$ cat src/rtl/tfhe_pkg.sv
// tfhe_pkg: shared collector state type and LWE length helper.
package tfhe_pkg;
  typedef enum logic {FILL, DRAIN} state_t;
  function automatic int lwe_len(input int k, input int n);
    return k * n + 1;
  endfunction
endpackage

$ cat src/rtl/simple_dp_bram.sv
// simple_dp_bram: one write port, one registered read port, no reset.
module simple_dp_bram #(
  parameter int DEPTH = 2,
  parameter int WIDTH = 32,
  parameter int AW = 1
) (
  input  logic             clk,
  input  logic             we,
  input  logic [AW-1:0]    waddr,
  input  logic [WIDTH-1:0] wdata,
  input  logic [AW-1:0]    raddr,
  output logic [WIDTH-1:0] rdata
);
  logic [WIDTH-1:0] mem [DEPTH];
  always_ff @(posedge clk) begin
    if (we) mem[waddr] <= wdata;
    rdata <= mem[raddr];
  end
endmodule

$ cat src/rtl/lwe_sample_collector.sv
// lwe_sample_collector: gathers out-of-order LWE words, then streams them in index order.
module lwe_sample_collector
  import tfhe_pkg::*;
#(
  parameter int K_PARAM = 1,
  parameter int N_PARAM = 1,
  parameter int VALUE_SIZE = 32,
  parameter int ADDR_SIZE = 32,
  localparam int LEN = lwe_len(K_PARAM, N_PARAM),
  localparam int IW = $clog2(LEN)
) (
  input  logic                  clk_in,
  input  logic                  rst_in,
  input  logic                  valid_data_in,
  input  logic [ADDR_SIZE-1:0]  addr_in,
  input  logic [VALUE_SIZE-1:0] data_in,
  output logic                  ready_out,
  output logic                  valid_out,
  input  logic                  ready_in,
  output logic [IW-1:0]         index_out,
  output logic [VALUE_SIZE-1:0] data_out,
  output logic                  last_out,
  output logic                  range_err,
  output logic                  dup_err,
  output logic                  overflow_err
);
  localparam int CW = $clog2(LEN + 1);
  localparam logic [ADDR_SIZE-1:0] LEN_A = ADDR_SIZE'(LEN);
  localparam logic [IW:0] LEN_P = (IW + 1)'(LEN);
  localparam logic [IW-1:0] LAST = IW'(LEN - 1);
  state_t state, state_n;
  logic [CW-1:0] count;
  logic [LEN-1:0] written;
  logic [IW:0] rd_ptr;
  logic pend, skid_v;
  logic [IW-1:0] pend_idx, skid_idx, widx;
  logic [VALUE_SIZE-1:0] skid_data, q;
  logic in_rng, wr, is_dup, pop, done, issue;
  logic [1:0] occ;
  assign ready_out = state == FILL;
  assign last_out = valid_out && index_out == LAST;
  assign widx = addr_in[IW-1:0];
  always_comb begin
    in_rng = addr_in < LEN_A;
    wr = valid_data_in && ready_out && in_rng;
    is_dup = written[widx];
    pop = valid_out && ready_in;
    done = pop && last_out;
    // entries held after this edge, counting the read already in flight
    occ = 2'(valid_out) + 2'(skid_v) + 2'(pend) - 2'(pop);
    issue = state == DRAIN && rd_ptr < LEN_P && occ < 2'd2;
    state_n = (wr && !is_dup && count == CW'(LEN - 1)) ? DRAIN : done ? FILL : state;
  end
  simple_dp_bram #(.DEPTH(LEN), .WIDTH(VALUE_SIZE), .AW(IW)) u_buf (
    .clk(clk_in),
    .we(wr),
    .waddr(widx),
    .wdata(data_in),
    .raddr(rd_ptr[IW-1:0]),
    .rdata(q)
  );
  always_ff @(posedge clk_in or posedge rst_in) begin
    if (rst_in) begin
      state <= FILL;
      count <= '0;
      written <= '0;
      rd_ptr <= '0;
      pend <= 1'b0;
      pend_idx <= '0;
      skid_v <= 1'b0;
      skid_idx <= '0;
      skid_data <= '0;
      valid_out <= 1'b0;
      index_out <= '0;
      data_out <= '0;
      range_err <= 1'b0;
      dup_err <= 1'b0;
      overflow_err <= 1'b0;
    end else begin
      state <= state_n;
      range_err <= range_err | (valid_data_in && ready_out && !in_rng);
      dup_err <= dup_err | (wr && is_dup);
      overflow_err <= overflow_err | (valid_data_in && !ready_out);
      if (done) begin
        count <= '0;
        written <= '0;
        rd_ptr <= '0;
        pend <= 1'b0;
        skid_v <= 1'b0;
        valid_out <= 1'b0;
      end else begin
        if (wr) begin
          written[widx] <= 1'b1;
          count <= count + CW'(!is_dup);
        end
        if (issue) rd_ptr <= rd_ptr + 1'b1;
        pend <= issue;
        pend_idx <= rd_ptr[IW-1:0];
        // skid entry is always older than the word arriving from the buffer
        if (!valid_out || pop) begin
          valid_out <= skid_v | pend;
          if (skid_v | pend) begin
            index_out <= skid_v ? skid_idx : pend_idx;
            data_out <= skid_v ? skid_data : q;
          end
          skid_v <= skid_v & pend;
          skid_idx <= pend_idx;
          skid_data <= q;
        end else if (pend) begin
          skid_v <= 1'b1;
          skid_idx <= pend_idx;
          skid_data <= q;
        end
      end
    end
  end
endmodule

$ cat config.mk
export PLATFORM = sky130hd
export DESIGN_NAME = lwe_sample_collector
export DESIGN_NICKNAME = d
export VERILOG_FILES = /design/src/rtl/tfhe_pkg.sv /design/src/rtl/simple_dp_bram.sv /design/src/rtl/lwe_sample_collector.sv
export SDC_FILE = /design/constraint.sdc
export NUM_CORES = 1
export LEC_CHECK = 0
export CAP_MARGIN = 5
export CORE_ASPECT_RATIO = 0.75
export CORE_MARGIN = 2
export CORE_UTILIZATION = 53
export DETAILED_ROUTE_END_ITERATION = 8
export PLACE_DENSITY = 0.79
export SKIP_CTS_REPAIR_TIMING = 1
export SYNTH_ARGS = -nofsm -noshare
export SYNTH_HDL_FRONTEND = slang
export SYNTH_SLANG_ARGS = --single-unit
$ cat constraint.sdc
create_clock -name clk_in -period 3.3 [get_ports clk_in]
set_input_delay 0.66 -clock clk_in [delete_from_list [all_inputs] [get_ports clk_in]]
set_output_delay 0.66 -clock clk_in [all_outputs]
set_load 0.01 [all_outputs]
Yosys cells after proc, flatten, opt, wreduce, memory -nomap -nowiden
Memories as Yosys holds them, arrays and structs flattened. A register that Yosys moved wholly into a read port is not among the register bits. Cells that the tools add are included.

Register bits: 80. Bits in writable memories: 64. Input port bits: 68. Output and inout bits: 39. Logic and storage cells: 86. Memories: 1.

$add $sub $neg: 5. Magnitude comparators: 5. Equal/unequal tests: 1. Mux-type cells: 26. Bitwise operators: 8. Reduce and logical (&&, ||, !) cells: 25.

Memory list: u_buf.mem (depth 2, width 32, read ports 1, clocked after Yosys merged registers in 1, write ports 1, line simple_dp_bram.sv:14) `logic [WIDTH-1:0] mem [DEPTH];`.

Operators with widths (number): $mux 32 (3); $lt 32x2->1 const B (1); $mux 1 (16); $logic_and 1x1->1 (13); $mux 2 (6); $reduce_bool 2->1 (5); $add 2x1->2 (2); $lt 2x2->1 const B (2); $or 1x1->1 (4); $logic_not 1->1 (3); $reduce_and 3->1 (1); $reduce_bool 3->1 (1); $add 1x1->2 (1); $add 2x1->2 const B (1); $eq 2x1->1 const B (1); $lt 1x2->1 const B (1); $not 1->1 (2); $or 2x2->2 (1); $reduce_and 2->1 (1); $sub 2x1->2 (1); $and 1x1->1 (1); $demux 1 s1 (1); $ge 1x1->1 const B (1); $logic_or 1x1->1 (1).

Logic depth before layout (Yosys ltp)
Word-level depth: 7. Depth in mapped cells: 9. Mapped depth without buffers: 8.

Cells and area by module
Synthesis repeated with hierarchy kept, for this count alone.

Cell total of the unflattened synthesis: 431. Area, all modules: 6655.1 um2.

Modules (own cells, without submodules): lwe_sample_collector (times used 1, cells each 297, area each 3535.9 um2, seq. area each 2001.9 um2); simple_dp_bram (times used 1, cells each 134, area each 3119.2 um2, seq. area each 2562.5 um2).

Worst setup path after synthesis
OpenSTA, ideal clock, no wires.

Path type: input to register. Start: in addr_in[12]. End: mem u_buf.mem[0][0], enable pin. Setup time: 443 ps. Arrival: 3041 ps. Data required time: 2857 ps. Setup slack: -184 ps. Stages: 3. Buffers on the path: 0. Cell sequence: nor4_1 > nand4_1 > nor4_2.

Word-level cells in the longest chain between the ends: 4.

RTL lines: start, declared (line lwe_sample_collector.sv:15) `input logic [ADDR_SIZE-1:0] addr_in,`; $lt 32x2->1 (line lwe_sample_collector.sv:44) `in_rng = addr_in < LEN_A;`; $logic_and 1x1->1 (line lwe_sample_collector.sv:45) `wr = valid_data_in && ready_out && in_rng;`; $mux 1 (line simple_dp_bram.sv:16) `if (we) mem[waddr] <= wdata;`; $mux 1 (not written as such) (line simple_dp_bram.sv:16); end, declared (line simple_dp_bram.sv:14).

Every way passes these cells.

Worst setup path in the final report
Start: in ready_in. End: reg rd_ptr[0].

Word-level cells in the longest chain between the ends: 5. Elaborated cells between the ends (all ways): 7. Classes of those cells: add/sub: 1; order compare: 1; mux: 1; reduce/logical: 4.

RTL lines: start, declared (line lwe_sample_collector.sv:19) `input logic ready_in,`; $logic_and 1x1->1 * (line lwe_sample_collector.sv:47) `pop = valid_out && ready_in;`; $sub 2x1->2 (line lwe_sample_collector.sv:50) `occ = 2'(valid_out) + 2'(skid_v) + 2'(pend) - 2'(pop);`; $lt 2x2->1 (line lwe_sample_collector.sv:51) `issue = state == DRAIN && rd_ptr < LEN_P && occ < 2'd2;`; $logic_and 1x1->1 (line lwe_sample_collector.sv:51); $reduce_bool 2->1 (no line); end signal, assigned (line lwe_sample_collector.sv:96) `if (issue) rd_ptr <= rd_ptr + 1'b1;`; end, declared (line lwe_sample_collector.sv:34) `logic [IW:0] rd_ptr;`.

Every way passes the cells marked *; elsewhere a longest branch is shown, timed or not. A chain may end at the register's enable or synchronous reset.

==> qor_table.md <==
| Step | Quantity | Value |
|---|---|---|
| route | Highest Signal Layer | met4 |
| placed design | Number of cells after detailed placement | 690 |
| logic synthesis | Largest cells by area after synthesis | sky130_fd_sc_hd__dfrtp_1 (31%), sky130_fd_sc_hd__edfxtp_1 (29%), sky130_fd_sc_hd__mux2_2 (11%), sky130_fd_sc_hd__dfxtp_1 (9.8%), sky130_fd_sc_hd__mux2i_1 (5.0%) |
| setup path | Critical path endpoint category | flip-flop |
| finish | Area taken by flip-flops and latches | 0.00457 mm^2 |
| global route | Global-route wire length before repair | 19600 um |
| floorplanning | Ports placed on the boundary | 107 |
| timing | Max Transition Viols Final | 0 |
| finish | Core occupancy in the finished layout | 69.2% |
| logic synthesis | Post-synthesis sequential element count | 176 |
| setup path | Startpoint type of the worst setup path | primary input |
| logic synthesis | Post-Syn Instances | 432 |
| setup path | Worst Path Arrival | 2.82 ns |
| setup path | Worst flop-to-flop path startpoint | valid_out |
| floorplanning | Total die area | 0.0133 mm^2 |
| logic synthesis | Net Count, Synth | 503 |
| timing | Hold violation total from the final report | 0 |
| hold path | Type of the worst min-delay path | flip-flop to flip-flop |
| logic synthesis | Synth Area per Inst | 15.2 um^2 |
| route | Number of optimization iterations in the first detailed-route pass | 6 |
| timing | Worst hold-check slack | 0.470 ns |
| clock tree | Clk Latency, worst-skew pair | 0.41 ns |
| route | Final wirelength | 12100 um |
| route | Number of design rule violations left after detail routing | 0 |
| logic synthesis | Post-synthesis cell area | 0.00656 mm^2 |
| floorplanning | Vertical die dimension | 100 um |
| logic synthesis | Area fraction of the dominant cell type after synthesis | 30.5% |
| route | Routed wire per std cell | 16.8 um |
| hold path | Hold path startpoint | overflow_err |
| finish | Final net count | 614 |
| finish | Fin cells | 722 |
| placed design | Input/output buffers | 106 |
| route | Via count | 3764 |
| timing | Total Neg Setup Slack | 0 ns |
| timing | Actual transition at the worst max-transition pin | 0.857 ns |
| finish | Ant diodes | 0 |
| logic synthesis | Synth Warn # | 0 |
| logic synthesis | Sequential cell area fraction in the yosys report | 69.6% |
| floorplanning | Chip width | 132 um |
| finish | Area of the multi-input gates | 0.00189 mm^2 |
| route | Wire length on met3 | 581 um |
| timing | Post-route clock skew | 0.00806 ns |
| timing | Final period utilization | 75.6% |
| clock tree | Clk Tree Root Cell | sky130_fd_sc_hd__clkbuf_16 |
| logic synthesis | Most frequent cell after synthesis | sky130_fd_sc_hd__dfrtp_1 |
| placed design | Final weighted congestion in routability-driven placement | 0.747 |
| clock tree | TritonCTS Sinks | 176 |
| route | Starting DRC count in detailed routing | 214 |
| global route | Remaining global-route overflow | 0 |
| global route | Pin count of the biggest net entering global routing | 66 |
| clock tree | Bufs on Longest Clock Path | 2 |
| run status | Outcome | complete, no violations |
| logic synthesis | Most used standard cells in the synthesized netlist | sky130_fd_sc_hd__dfrtp_1 (80), sky130_fd_sc_hd__edfxtp_1 (64), sky130_fd_sc_hd__mux2_2 (64) |
| logic synthesis | Fraction of registers with async set/reset | 45.5% |
| clock tree | H-Tree Level Count | 4 |
| pwr | Max VDD drop | 0.410 mV |
| timing | Setup repair after global routing missed its margin | no |
| finish | Layout area overhead | 28.4% |
| finish | Share of final-layout standard cells stronger than drive strength 1 | 20.7% |
| clock tree | Clock Pin Slew Worst Setup and Hold Paths | 0.07 ns |
| logic synthesis | Most used flip-flop cell after synthesis | sky130_fd_sc_hd__dfrtp_1 |
| clock tree | Clock tree from TritonCTS | built |
| global route | Antenna violations before repair | 0 |
| job | Number of maximum-capacitance constraint violations | 0 |
| clock tree | Number of buffers added by the clock tree synthesis step | 17 |
| route | Final ANT Viol Nets | 0 |
| logic synthesis | Area leader, netlist | sky130_fd_sc_hd__dfrtp_1 |
| setup path | Worst setup startpoint | ready_in |
| timing | Headroom to the max-slew limit | 42.9% |
| placed design | Post-DP HPWL | 7620 um |
| setup path | Critical Path RT | 3.62 ns |
| route | Post-detailed-route via-to-cell ratio | 5.21 |
| setup path | Worst setup path class | primary input to flip-flop |
| timing | Setup violation total in the final timing report | 0 |
| global route | All-Layer GR Usage | 19.4% |
| setup path | Maximum net fanout on the critical path | 6 |
| pwr | Leakage power figure | 0.00319 uW |
| floorplanning | Initial Utilization | 53.9% |
| timing | F_max | 0.401 GHz |
| logic synthesis | Number of distinct library cells after synthesis | 43 |
| floorplanning | Core area | 0.0122 mm^2 |
| global route | Vias in the first global route | 4006 |
| route | Routed wire length on met2 | 6070 um |
| timing | Final critical-path required period | 2.49 ns |
| route | Sum of routed wire segments on met1 | 5340 um |
| pwr | Pwr/cell area | 578 mW/mm^2 |
| logic synthesis | Post-synth EDFFs | 64 |
| floorplanning | Std-Cell Rows | 35 |
| finish | Number of fill cells in the layout | 861 |
## registers in the layout, summed over array words and instances (netlist names)
signal / cells
u_buf.mem: 64
data_out: 32
skid_data: 32
u_buf.rdata: 32
count: 2
rd_ptr: 2
written: 2
dup_err: 1
index_out: 1
overflow_err: 1
pend: 1
pend_idx: 1
range_err: 1
skid_idx: 1
skid_v: 1
state: 1
valid_out: 1
## metrics by stage
stage               power, uW  instance area, um^2  worst slack (ns)
finish                   4870                 8420             0.805
global route             5050                 8420             0.719
floorplan                2630                 6570             0.555
detailed placement       2890                 7820             0.385
CTS                      4910                 8420             0.815
global placement         2870                 7820             0.525
## final cells by class
class                           count  area share, %
Clock buffer                       20           5.30
Clock inverter                     12           1.86
Inverter                            5          0.238
Multi-Input combinational cell    231           22.5
Sequential cell                   176           54.2
Tap cell                          166           2.47
Timing Repair Buffer              112           13.4
## power breakdown
part	leakage, uW	internal, uW	switching (uW)
Combinational	0.00110	252	150
Clock	0.000293	1220	808
Sequential	0.00180	2360	76.3
## placed cells by master, fill, tap and decap left out, types with 2 or more instances in the layout
| cell | n |
|---|---|
| sky130_fd_sc_hd__a21o_1 | 2 |
| sky130_fd_sc_hd__nor4_4 | 5 |
| sky130_fd_sc_hd__bufinv_16 | 3 |
| sky130_fd_sc_hd__mux2i_1 | 33 |
| sky130_fd_sc_hd__clkbuf_1 | 2 |
| sky130_fd_sc_hd__o21ai_0 | 2 |
| sky130_fd_sc_hd__a21oi_4 | 2 |
| sky130_fd_sc_hd__ha_1 | 3 |
| sky130_fd_sc_hd__dfrtp_1 | 78 |
| sky130_fd_sc_hd__edfxtp_1 | 64 |
| sky130_fd_sc_hd__buf_4 | 4 |
| sky130_fd_sc_hd__mux2_2 | 64 |
| sky130_fd_sc_hd__buf_12 | 2 |
| sky130_fd_sc_hd__clkbuf_16 | 17 |
| sky130_fd_sc_hd__nand2_1 | 11 |
| sky130_fd_sc_hd__a21oi_1 | 34 |
| sky130_fd_sc_hd__nor2_1 | 38 |
| sky130_fd_sc_hd__dfxtp_1 | 32 |
| sky130_fd_sc_hd__and2_1 | 3 |
| sky130_fd_sc_hd__nor3_1 | 3 |
| sky130_fd_sc_hd__clkinv_2 | 2 |
| sky130_fd_sc_hd__nor4_1 | 3 |
| sky130_fd_sc_hd__mux2_1 | 2 |
| sky130_fd_sc_hd__inv_6 | 2 |
| sky130_fd_sc_hd__a31oi_1 | 2 |
| sky130_fd_sc_hd__dfrtp_2 | 2 |
| sky130_fd_sc_hd__clkinv_4 | 3 |
| sky130_fd_sc_hd__clkdlybuf4s50_1 | 106 |
| sky130_fd_sc_hd__inv_1 | 4 |
| sky130_fd_sc_hd__nand2b_1 | 4 |
## per-layer routing
metal  global-route usage [%]  vias to the layer above
met3                     4.49                       13
met2                     34.0                       84
li1                         -                     1783
met1                     24.3                     1884
met4                     6.45                        0
met5                        0                        -
## worst paths after layout
kind	slack [ns]	cells after the start	end
hold reg to reg	0.47	1	overflow_err
setup / recovery	0.81	9	rd_ptr[0]
hold / removal	0.47	1	overflow_err
setup reg to reg	1.05	8	rd_ptr[0]
max in group asynchronous	1.95	3	skid_v
min in group asynchronous	0.67	2	skid_data[18]
## cells by family (layout without fill, tap and decap cells)
| kind of cell | count (synthesis) | count (layout) | synth area share (%) |
|---|---|---|---|
| AOI/OAI and AO/OA | 49 | 49 | 4.41 |
| and+or+nand+nor | 78 | 78 | 6.79 |
| DFF | 176 | 176 | 69.6 |
| xor gates and xnor gates | 2 | 2 | 0.267 |
| buffers and inverters | 25 | 149 | 1.98 |
| adders and majority gates | 3 | 3 | 0.572 |
| muxes | 99 | 99 | 16.4 |
## critical path, stage by stage
cell	delay, ns
sky130_fd_sc_hd__clkdlybuf4s50_1	0.53
sky130_fd_sc_hd__and2_1	0.23
sky130_fd_sc_hd__ha_1	0.26
sky130_fd_sc_hd__inv_1	0.04
sky130_fd_sc_hd__ha_1	0.30
sky130_fd_sc_hd__a21oi_4	0.18
sky130_fd_sc_hd__xnor2_1	0.11
sky130_fd_sc_hd__or3_1	0.33
sky130_fd_sc_hd__a21oi_1	0.17
(Power assumes the default switching activity.)
